[src/rtl/kernel_prueba_control_s_axi.sv]
`default_nettype none
// AXI4-Lite control slave for kernel_prueba: start/done handshake, interrupt
// block and the scalar/pointer argument registers.
module kernel_prueba_control_s_axi #(
    parameter int C_S_AXI_ADDR_WIDTH = 12,
    parameter int C_S_AXI_DATA_WIDTH = 32
) (
    input  logic                            ap_clk,
    input  logic                            ap_rst_n,
    input  logic                            s_axi_control_awvalid,
    output logic                            s_axi_control_awready,
    input  logic [C_S_AXI_ADDR_WIDTH-1:0]   s_axi_control_awaddr,
    input  logic                            s_axi_control_wvalid,
    output logic                            s_axi_control_wready,
    input  logic [C_S_AXI_DATA_WIDTH-1:0]   s_axi_control_wdata,
    input  logic [C_S_AXI_DATA_WIDTH/8-1:0] s_axi_control_wstrb,
    output logic                            s_axi_control_bvalid,
    input  logic                            s_axi_control_bready,
    output logic [1:0]                      s_axi_control_bresp,
    input  logic                            s_axi_control_arvalid,
    output logic                            s_axi_control_arready,
    input  logic [C_S_AXI_ADDR_WIDTH-1:0]   s_axi_control_araddr,
    output logic                            s_axi_control_rvalid,
    input  logic                            s_axi_control_rready,
    output logic [C_S_AXI_DATA_WIDTH-1:0]   s_axi_control_rdata,
    output logic [1:0]                      s_axi_control_rresp,
    output logic                            ap_start,
    input  logic                            ap_done,
    input  logic                            ap_idle,
    input  logic                            ap_ready,
    output logic [31:0]                     in1,
    output logic [31:0]                     in2,
    output logic [63:0]                     axi00_ptr0,
    output logic                            interrupt
);

    // Word addresses (byte address >> 2) of the register map.
    localparam logic [9:0] ADDR_CTRL  = 10'h000;
    localparam logic [9:0] ADDR_GIE   = 10'h001;
    localparam logic [9:0] ADDR_IER   = 10'h002;
    localparam logic [9:0] ADDR_ISR   = 10'h003;
    localparam logic [9:0] ADDR_IN1   = 10'h004;
    localparam logic [9:0] ADDR_IN2   = 10'h006;
    localparam logic [9:0] ADDR_PTR_L = 10'h008;
    localparam logic [9:0] ADDR_PTR_H = 10'h009;

    // The RESET states keep the ready outputs low while reset is asserted
    // and for the first cycle after it is released.
    typedef enum logic [1:0] {
        WRIDLE  = 2'd0,
        WRDATA  = 2'd1,
        WRRESP  = 2'd2,
        WRRESET = 2'd3
    } wstate_t;

    typedef enum logic [1:0] {
        RDIDLE  = 2'd0,
        RDDATA  = 2'd1,
        RDRESET = 2'd2
    } rstate_t;

    wstate_t     wstate;
    wstate_t     wstate_next;
    rstate_t     rstate;
    rstate_t     rstate_next;

    logic [9:0]  waddr;
    logic        aw_hs;
    logic        w_hs;
    logic        ar_hs;
    logic [31:0] rmap;

    logic        auto_restart;
    logic        done_latch;
    logic        gie;
    logic [1:0]  ier;
    logic [1:0]  isr;

    logic        wr_ctrl;
    logic        wr_gie;
    logic        wr_ier;
    logic        wr_isr;
    logic        wr_in1;
    logic        wr_in2;
    logic        wr_ptr_l;
    logic        wr_ptr_h;

    logic        unused_addr_bits;
    assign unused_addr_bits = ^{s_axi_control_awaddr[1:0], s_axi_control_araddr[1:0]};

    function automatic logic [31:0] byte_merge(input logic [31:0] old_val,
                                               input logic [31:0] new_val,
                                               input logic [3:0]  strb);
        logic [31:0] result;
        for (int i = 0; i < 4; i++) begin
            result[i*8 +: 8] = strb[i] ? new_val[i*8 +: 8] : old_val[i*8 +: 8];
        end
        return result;
    endfunction

    // ------------------------------------------------------------------
    // Write channel
    // ------------------------------------------------------------------
    always_ff @(posedge ap_clk or negedge ap_rst_n) begin
        if (!ap_rst_n) begin
            wstate <= WRRESET;
        end else begin
            wstate <= wstate_next;
        end
    end

    always_comb begin
        wstate_next           = wstate;
        s_axi_control_awready = 1'b0;
        s_axi_control_wready  = 1'b0;
        s_axi_control_bvalid  = 1'b0;
        case (wstate)
            WRIDLE: begin
                s_axi_control_awready = 1'b1;
                if (s_axi_control_awvalid) begin
                    wstate_next = WRDATA;
                end
            end
            WRDATA: begin
                s_axi_control_wready = 1'b1;
                if (s_axi_control_wvalid) begin
                    wstate_next = WRRESP;
                end
            end
            WRRESP: begin
                s_axi_control_bvalid = 1'b1;
                if (s_axi_control_bready) begin
                    wstate_next = WRIDLE;
                end
            end
            default: wstate_next = WRIDLE;
        endcase
    end

    assign s_axi_control_bresp = 2'b00;
    assign aw_hs = s_axi_control_awvalid & s_axi_control_awready;
    assign w_hs  = s_axi_control_wvalid & s_axi_control_wready;

    always_ff @(posedge ap_clk or negedge ap_rst_n) begin
        if (!ap_rst_n) begin
            waddr <= 10'd0;
        end else if (aw_hs) begin
            waddr <= s_axi_control_awaddr[11:2];
        end
    end

    assign wr_ctrl  = w_hs && (waddr == ADDR_CTRL);
    assign wr_gie   = w_hs && (waddr == ADDR_GIE);
    assign wr_ier   = w_hs && (waddr == ADDR_IER);
    assign wr_isr   = w_hs && (waddr == ADDR_ISR);
    assign wr_in1   = w_hs && (waddr == ADDR_IN1);
    assign wr_in2   = w_hs && (waddr == ADDR_IN2);
    assign wr_ptr_l = w_hs && (waddr == ADDR_PTR_L);
    assign wr_ptr_h = w_hs && (waddr == ADDR_PTR_H);

    // ------------------------------------------------------------------
    // Read channel
    // ------------------------------------------------------------------
    always_ff @(posedge ap_clk or negedge ap_rst_n) begin
        if (!ap_rst_n) begin
            rstate <= RDRESET;
        end else begin
            rstate <= rstate_next;
        end
    end

    always_comb begin
        rstate_next           = rstate;
        s_axi_control_arready = 1'b0;
        s_axi_control_rvalid  = 1'b0;
        case (rstate)
            RDIDLE: begin
                s_axi_control_arready = 1'b1;
                if (s_axi_control_arvalid) begin
                    rstate_next = RDDATA;
                end
            end
            RDDATA: begin
                s_axi_control_rvalid = 1'b1;
                if (s_axi_control_rready) begin
                    rstate_next = RDIDLE;
                end
            end
            default: rstate_next = RDIDLE;
        endcase
    end

    assign s_axi_control_rresp = 2'b00;
    assign ar_hs = s_axi_control_arvalid & s_axi_control_arready;

    always_comb begin
        rmap = 32'd0;
        case (s_axi_control_araddr[11:2])
            ADDR_CTRL:  rmap = {24'd0, auto_restart, 3'd0, ap_ready, ap_idle, done_latch, ap_start};
            ADDR_GIE:   rmap = {31'd0, gie};
            ADDR_IER:   rmap = {30'd0, ier};
            ADDR_ISR:   rmap = {30'd0, isr};
            ADDR_IN1:   rmap = in1;
            ADDR_IN2:   rmap = in2;
            ADDR_PTR_L: rmap = axi00_ptr0[31:0];
            ADDR_PTR_H: rmap = axi00_ptr0[63:32];
            default:    rmap = 32'd0;
        endcase
    end

    // rdata only moves on the AR handshake, so it stays put while rvalid waits.
    always_ff @(posedge ap_clk or negedge ap_rst_n) begin
        if (!ap_rst_n) begin
            s_axi_control_rdata <= '0;
        end else if (ar_hs) begin
            s_axi_control_rdata <= rmap;
        end
    end

    // ------------------------------------------------------------------
    // Control and interrupt registers
    // ------------------------------------------------------------------
    always_ff @(posedge ap_clk or negedge ap_rst_n) begin
        if (!ap_rst_n) begin
            ap_start <= 1'b0;
        end else if (wr_ctrl && s_axi_control_wstrb[0] && s_axi_control_wdata[0]) begin
            ap_start <= 1'b1;
        end else if (ap_ready && !auto_restart) begin
            ap_start <= 1'b0;
        end
    end

    always_ff @(posedge ap_clk or negedge ap_rst_n) begin
        if (!ap_rst_n) begin
            auto_restart <= 1'b0;
        end else if (wr_ctrl && s_axi_control_wstrb[0]) begin
            auto_restart <= s_axi_control_wdata[7];
        end
    end

    // A done pulse coinciding with the clearing read must not be lost.
    always_ff @(posedge ap_clk or negedge ap_rst_n) begin
        if (!ap_rst_n) begin
            done_latch <= 1'b0;
        end else if (ap_done) begin
            done_latch <= 1'b1;
        end else if (ar_hs && (s_axi_control_araddr[11:2] == ADDR_CTRL)) begin
            done_latch <= 1'b0;
        end
    end

    always_ff @(posedge ap_clk or negedge ap_rst_n) begin
        if (!ap_rst_n) begin
            gie <= 1'b0;
            ier <= 2'b00;
        end else begin
            if (wr_gie && s_axi_control_wstrb[0]) begin
                gie <= s_axi_control_wdata[0];
            end
            if (wr_ier && s_axi_control_wstrb[0]) begin
                ier <= s_axi_control_wdata[1:0];
            end
        end
    end

    always_ff @(posedge ap_clk or negedge ap_rst_n) begin
        if (!ap_rst_n) begin
            isr <= 2'b00;
        end else begin
            if (ier[0] && ap_done) begin
                isr[0] <= 1'b1;
            end else if (wr_isr && s_axi_control_wstrb[0]) begin
                isr[0] <= isr[0] ^ s_axi_control_wdata[0];
            end
            if (ier[1] && ap_ready) begin
                isr[1] <= 1'b1;
            end else if (wr_isr && s_axi_control_wstrb[0]) begin
                isr[1] <= isr[1] ^ s_axi_control_wdata[1];
            end
        end
    end

    always_ff @(posedge ap_clk or negedge ap_rst_n) begin
        if (!ap_rst_n) begin
            interrupt <= 1'b0;
        end else begin
            interrupt <= gie & (|isr);
        end
    end

    // ------------------------------------------------------------------
    // Kernel arguments
    // ------------------------------------------------------------------
    always_ff @(posedge ap_clk or negedge ap_rst_n) begin
        if (!ap_rst_n) begin
            in1        <= 32'd0;
            in2        <= 32'd0;
            axi00_ptr0 <= 64'd0;
        end else begin
            if (wr_in1) begin
                in1 <= byte_merge(in1, s_axi_control_wdata, s_axi_control_wstrb);
            end
            if (wr_in2) begin
                in2 <= byte_merge(in2, s_axi_control_wdata, s_axi_control_wstrb);
            end
            if (wr_ptr_l) begin
                axi00_ptr0[31:0] <= byte_merge(axi00_ptr0[31:0], s_axi_control_wdata,
                                               s_axi_control_wstrb);
            end
            if (wr_ptr_h) begin
                axi00_ptr0[63:32] <= byte_merge(axi00_ptr0[63:32], s_axi_control_wdata,
                                                s_axi_control_wstrb);
            end
        end
    end

endmodule
`default_nettype wire

[config.mk]
export PLATFORM = sky130hd
export DESIGN_NAME = kernel_prueba_control_s_axi
export DESIGN_NICKNAME = d
export VERILOG_FILES = /design/src/rtl/kernel_prueba_control_s_axi.sv
export SDC_FILE = /design/constraint.sdc
export NUM_CORES = 1
export LEC_CHECK = 0
export CAP_MARGIN = 15
export CELL_PAD_IN_SITES_DETAIL_PLACEMENT = 2
export CELL_PAD_IN_SITES_GLOBAL_PLACEMENT = 2
export CORE_MARGIN = 3
export CORE_UTILIZATION = 40
export DETAILED_ROUTE_END_ITERATION = 10
export DONT_BUFFER_PORTS = 1
export GPL_ROUTABILITY_DRIVEN = 0
export PLACE_DENSITY = 0.79
export SLEW_MARGIN = 10
export SYNTH_ARGS = -nofsm -noshare
export SYNTH_HDL_FRONTEND = slang
export SYNTH_SLANG_ARGS = --single-unit
[constraint.sdc]
create_clock -name ap_clk -period 3.4 [get_ports ap_clk]
set_input_delay 1.02 -clock ap_clk [delete_from_list [all_inputs] [get_ports ap_clk]]
set_output_delay 1.02 -clock ap_clk [all_outputs]
set_load 0.03 [all_outputs]
==> results of run 1 <==
## layer usage
layer | GRT usage, % | vias to the layer above | wire length [µm]
met5 | 0 | - | 11
met4 | 6.41 | 2 | 389
met3 | 7.78 | 36 | 1700
met2 | 39.1 | 163 | 13200
met1 | 28.0 | 2896 | 10000
li1 | - | 2253 | -
## cells by family after synthesis
group,Yosys count,share of synthesized area [%]
multiplexers,176,23.8
other,1,0.0458
flip-flops,183,55.9
AND/OR/NAND/NOR,98,6.72
buffers and inverters,58,3.97
AO/OA/AOI/OAI,111,9.50
## path summary, 6_finish.rpt
kind / start / endpoint / slack (ns)
hold / removal: ap_rst_n / s_axi_control_rdata[20]$_DFFE_PN0P_ / 0.28
setup / recovery: waddr[5]$_DFFE_PN0P_ / axi00_ptr0[45]$_DFFE_PN0P_ / 0.83
max in group asynchronous: ap_rst_n / wstate[1]$_DFFE_PN1P_ / 2.81
min in group ap_clk: done_latch$_DFFE_PN0P_ / done_latch$_DFFE_PN0P_ / 0.48
hold reg to reg: done_latch$_DFFE_PN0P_ / done_latch$_DFFE_PN0P_ / 0.48
setup reg to reg: waddr[5]$_DFFE_PN0P_ / axi00_ptr0[45]$_DFFE_PN0P_ / 0.83
## through the flow
| step | hold WS (ns) | instance area, µm² | setup slack (ns) | total power [W] |
|---|---|---|---|---|
| floorplan | 0.442 | 8210 | 1.00 | 0.00280 |
| global placement | 0.450 | 8330 | 0.564 | 0.00286 |
| detailed placement | 0.472 | 8330 | 0.477 | 0.00289 |
| CTS | 0.255 | 8920 | 0.787 | 0.00488 |
| global route | 0.234 | 8920 | 0.661 | 0.00505 |
| finish | 0.280 | 8920 | 0.826 | 0.00482 |
## flip-flops by register name (all words and copies together) (netlist names), 2 cells and up
name	flops
axi00_ptr0	64
in1	32
in2	32
s_axi_control_rdata	32
waddr	10
ier	2
isr	2
rstate	2
wstate	2
## area by class of cell
| cell class | instances | area, µm² | area share, % |
|---|---|---|---|
| antenna | 2 | 5.00 | 0.0561 |
| clock buffer | 19 | 443 | 4.96 |
| clock inverter | 13 | 140 | 1.57 |
| inverter | 7 | 26.3 | 0.294 |
| multi-input combinational | 390 | 3300 | 37.0 |
| sequential | 183 | 4580 | 51.4 |
| tap | 265 | 332 | 3.72 |
| timing repair buffer | 12 | 90.1 | 1.01 |
## placed cells by master, fill, tap and decap left out, types with 4 or more instances in the layout
master / instances
clkbuf_16: 17
o21ai_0: 29
mux2_2: 143
nor2_1: 7
buf_4: 12
nor3b_1: 4
a22oi_1: 31
o21ai_1: 7
o2bb2ai_1: 30
a21o_1: 4
conb_1: 5
and3_1: 17
nand2b_1: 4
nand3_1: 8
mux2i_1: 32
dfrtp_1: 180
nand2_1: 32
inv_1: 7
## report_power, final
part	total, W	switching, W	internal [W]	leakage, nW
combinational	0.000358	0.000192	0.000166	1.37
clock	0.00197	0.000918	0.00105	0.277
sequential	0.00249	0.000189	0.00230	2.52
total	0.00482	0.00130	0.00352	4.17
## critical path, delay by kind of cell (launching register included)
| family | cells | cell delay, ns |
|---|---|---|
| simple gates | 3 | 1.65 |
| mux | 1 | 0.41 |
| flops | 1 | 0.38 |
==> flow_summary_export.csv, run 1 <==
group,metric,value,unit
outcome,outcome,"finished clean",
clock_network,cts_sinks,183,
detailed_routing,drcViolationCount,0,
synth,async_reset_ff_share,100,%
synth,yosys.area.top_type,"dfrtp_1",
detailed_routing,antenna_left,0,
placement,dp.cells,857,
timing,post-route-min-period,2.57,ns
detailed_routing,wl_per_cell,28.4,µm
floorplanning,num_rows,51,
power_and_ir_drop,powerDensity,540,nW/µm²
global_routing,grt_antenna_before_repair,1,
layout,post-route-util,45.1,%
global_routing,grt_max_degree,184,
synth,synthFlopType,"dfrtp_1",
global_routing,grt-ovfl-total,0,
detailed_routing,wirelength,25300,µm
floorplanning,io_pins,241,
detailed_routing,vias,5350,
job,cap_viol_max_count,0,
timing,finalSetupTns,0,ns
min_path,hp-class,"in -> async",
worst_setup_path,setup.worst_path.start_class,"register",
placement,numPortBuffers,0,
detailed_routing,routed_via_density,6.00,
synth,synth_seq_cells,183,
floorplanning,die_h,149,µm
detailed_routing,drt_iter0_drc,208,
layout,nFillCells,1939,
synth,synth_cell_types,46,
synth,ys_warn_count,0,
worst_setup_path,critical-path-max-stage-delay,0.61,ns
timing,fmax,388,MHz
timing,period_share,75.7,%
worst_setup_path,worstRegToRegCells,4,
worst_setup_path,crit_arrival,2.89,ns
power_and_ir_drop,irDropWorstVdd,0.000338,V
synth,yosysMostFrequentCell,"dfrtp_1",
worst_setup_path,crit_path_frequent_cell,"and3_1",
clock_network,cts_buffer_depth,2,
power_and_ir_drop,p_leak,4.17,nW
synth,synth_edf_count,0,
timing,rsz0062_at_grt,"false",
worst_setup_path,slowest_stage,"and3_1",
floorplanning,core_area,19800,µm²
timing,clock_skew,0.00958,ns
synth,netlist_area,8190,µm²
timing,slew_headroom,46.3,%
synth,synth_area_leaders,"dfrtp_1, mux2_2, mux2i_1, o2bb2ai_1, a22oi_1",
timing,setup_viol,0,
timing,tightestPinTransition,0.802,ns
synth,synthCells,627,
timing,slew_viol_final,0,
clock_network,post-cts-setup-buffer-count,0,
worst_setup_path,end_kind,"register",
worst_setup_path,crit_fanout,18,
synth,ys_top_cells_by_count,"dfrtp_1, mux2_2, mux2i_1, nand2_1, a22oi_1",
worst_setup_path,crit_type,"reg -> reg",
clock_network,tritoncts,"yes",
floorplanning,die_w,149,µm
placement,hpwlAfterDp,17500,µm
detailed_routing,drtPass1Iterations,6,
synth,ys_seq_area_share,55.9,%
synth,synth_top_area_share,55.0,%
worst_setup_path,crit_required,3.71,ns
layout,area_delta_synth_final,8.89,%
layout,layout-drive-gt1-share,31.4,%
clock_network,clkLatencyLatePin,0.43,ns
worst_setup_path,path_cells,"nor4_1 > and3_1 > and3_1 > mux2_2",
clock_network,clock-root-buffer,"clkbuf_16",
global_routing,grt_util_all_layers,23.0,%
global_routing,grt_pass1_wl,38500,µm
clock_network,cts_resized,0,
global_routing,grt_pass1_vias,6040,
floorplanning,die-area,22200,µm²
clock_network,cts_buffers,17,
clock_network,cts_hold_buf,0,
layout,nNetsFinal,681,
clock_network,cts.clk_slew.worst_paths,0.07,ns
floorplanning,start_util,41.4,%
layout,final_cell_count_no_fill,891,
timing,final-hold-violation-count,0,
clock_network,htreeDepth,4,
synth,avgSynthCellArea,13.1,µm²
Power figures use the tool's default switching activity.
==> run 2, diff against run 1 <==
==> constraint.sdc (replaced) <==
create_clock -name ap_clk -period 2.55 [get_ports ap_clk]
set_input_delay 0.765 -clock ap_clk [delete_from_list [all_inputs] [get_ports ap_clk]]
set_output_delay 0.765 -clock ap_clk [all_outputs]
set_load 0.03 [all_outputs]
==> flow_summary_export.csv, run 2 (same netlist as run 1, synthesis figures left out) <==
group,metric,value,unit
min_path,hp-class,"in -> async",
clock_network,cts_buffers,17,
timing,period_share,91.9,%
worst_setup_path,critical-path-max-stage-delay,0.51,ns
layout,nFillCells,1942,
placement,post-place-ws,0.142,ns
detailed_routing,drcViolationCount,0,
timing,tightestPinTransition,0.670,ns
worst_setup_path,slowest_stage,"and3_1",
worst_setup_path,crit_required,2.85,ns
clock_network,clock-root-buffer,"clkbuf_16",
worst_setup_path,end_kind,"register",
layout,final_common_cell,"dfrtp_1",
placement,numPortBuffers,0,
timing,fmax,427,MHz
placement,dp.cells,876,
worst_setup_path,setup.worst_path.start_class,"register",
timing,rsz0062_at_grt,"false",
timing,clock_skew,0.0105,ns
worst_setup_path,crit_type,"reg -> reg",
layout,mostFrequentLayoutCells,"dfrtp_1, mux2_2, mux2i_1, nand2_1",
global_routing,grt_util_all_layers,23.2,%
global_routing,grt_antenna_before_repair,1,
power_and_ir_drop,irDropWorstVdd,0.000511,V
floorplanning,die-area,22200,µm²
detailed_routing,drtPass1Iterations,4,
worst_setup_path,crit_arrival,2.64,ns
clock_network,cts_buffer_depth,2,
worst_setup_path,crit_path_frequent_cell,"and3_1",
timing,slew_viol_final,0,
clock_network,tritoncts,"yes",
timing,final-hold-violation-count,0,
layout,area_delta_synth_final,10.1,%
detailed_routing,wirelength,25700,µm
global_routing,grt_pass1_vias,6357,
timing,setup_viol,0,
global_routing,grt_max_degree,184,
layout,nNetsFinal,700,
clock_network,cts_sinks,183,
outcome,outcome,"finished clean",
clock_network,cts_resized,0,
floorplanning,io_pins,241,
timing,post-route-min-period,2.34,ns
detailed_routing,drt_iter0_drc,302,
detailed_routing,antenna_left,0,
placement,hpwlAfterDp,17900,µm
detailed_routing,vias,5350,
clock_network,cts.clk_slew.worst_paths,0.07,ns
global_routing,grt-ovfl-total,0,
power_and_ir_drop,p_leak,4.26,nW
floorplanning,core_area,19800,µm²
layout,largest_reg_flops,64,
worst_setup_path,crit_fanout,18,
layout,antenna_cells,0,
layout,post-route-util,45.6,%
detailed_routing,routed_via_density,5.90,
layout,regMostFlops,"axi00_ptr0",
worst_setup_path,path_cells,"nor4_1 > and3_1 > buf_4 > and3_1 > mux2_2",
floorplanning,start_util,41.4,%
clock_network,post-cts-setup-buffer-count,0,
timing,finalSetupTns,0,ns
detailed_routing,wl_per_cell,28.4,µm
power_and_ir_drop,powerDensity,700,nW/µm²
timing,setup_ws,0.208,ns
floorplanning,num_rows,51,
layout,final_cell_count_no_fill,907,
layout,layout-drive-gt1-share,33.2,%
clock_network,clkLatencyLatePin,0.42,ns
floorplanning,die_h,149,µm
clock_network,htreeDepth,4,
job,cap_viol_max_count,0,
global_routing,grt_pass1_wl,39300,µm
timing,slew_headroom,55.2,%
floorplanning,die_w,149,µm
power_and_ir_drop,power,0.00632,W
clock_network,cts_hold_buf,0,
[run 2: changes by cell type in the layout (fill, tap and decap cells not counted), sizes merged]
cell and delta:
buf +19, clkbuf +1, clkinv +1, clkinvlp -1, diode -2, inv -2
[run 2: layout make-up]
class                   instances  area, µm²  share of cell area [%]
flip-flops and latches        183       4580                    50.8
multi-input cells             390       3300                    36.6
clock buffers                  20        447                    4.95
well taps                     265        332                    3.67
repair buffers                 31        233                    2.58
clock inverters                11        100                    1.11
inverters                       7       26.3                   0.291
[run 2: per-stage QoR]
stage                     hold slack (ns)  area [µm²]
after detailed placement            0.471        8480
after CTS                          0.0118        9020
after floorplan                     0.442        8210
after global routing              0.00586        9020
after global placement              0.451        8480
final                              0.0395        9020
[run 2: critical path, delay by kind of cell (launching register included)]
family | cells | cell delay (ns)
buffers and inverters | 1 | 0.21
flip-flops | 1 | 0.38
multiplexers | 1 | 0.40
AND/OR/NAND/NOR | 3 | 1.22
[run 2: where the power goes]
group          internal, W  switching, W  total (W)
combinational     0.000229      0.000258   0.000487
clock              0.00137       0.00114    0.00251
sequential         0.00306      0.000252    0.00332
total              0.00466       0.00165    0.00632
[run 2: final timing paths]
path,start,end,slack (ns),depth (start not counted)
worst min-delay path,ap_rst_n,s_axi_control_rdata[20]$_DFFE_PN0P_,0.04,0
worst max-delay path,waddr[5]$_DFFE_PN0P_,in2[15]$_DFFE_PN0P_,0.21,5
worst min register to register,done_latch$_DFFE_PN0P_,done_latch$_DFFE_PN0P_,0.50,1
worst max register to register,waddr[5]$_DFFE_PN0P_,in2[15]$_DFFE_PN0P_,0.21,5
min in group ap_clk,ap_done,done_latch$_DFFE_PN0P_,0.44,1
max in group asynchronous,ap_rst_n,wstate[1]$_DFFE_PN1P_,2.24,0
[run 2: metal layers]
layer	global-route usage [%]	part of all wire, %	vias up
met2	41.4	53	165
met4	6.77	1.5	2
met1	26.9	38	2878
met5	0	0.078	-
li1	-	-	2276
met3	6.99	7.0	29
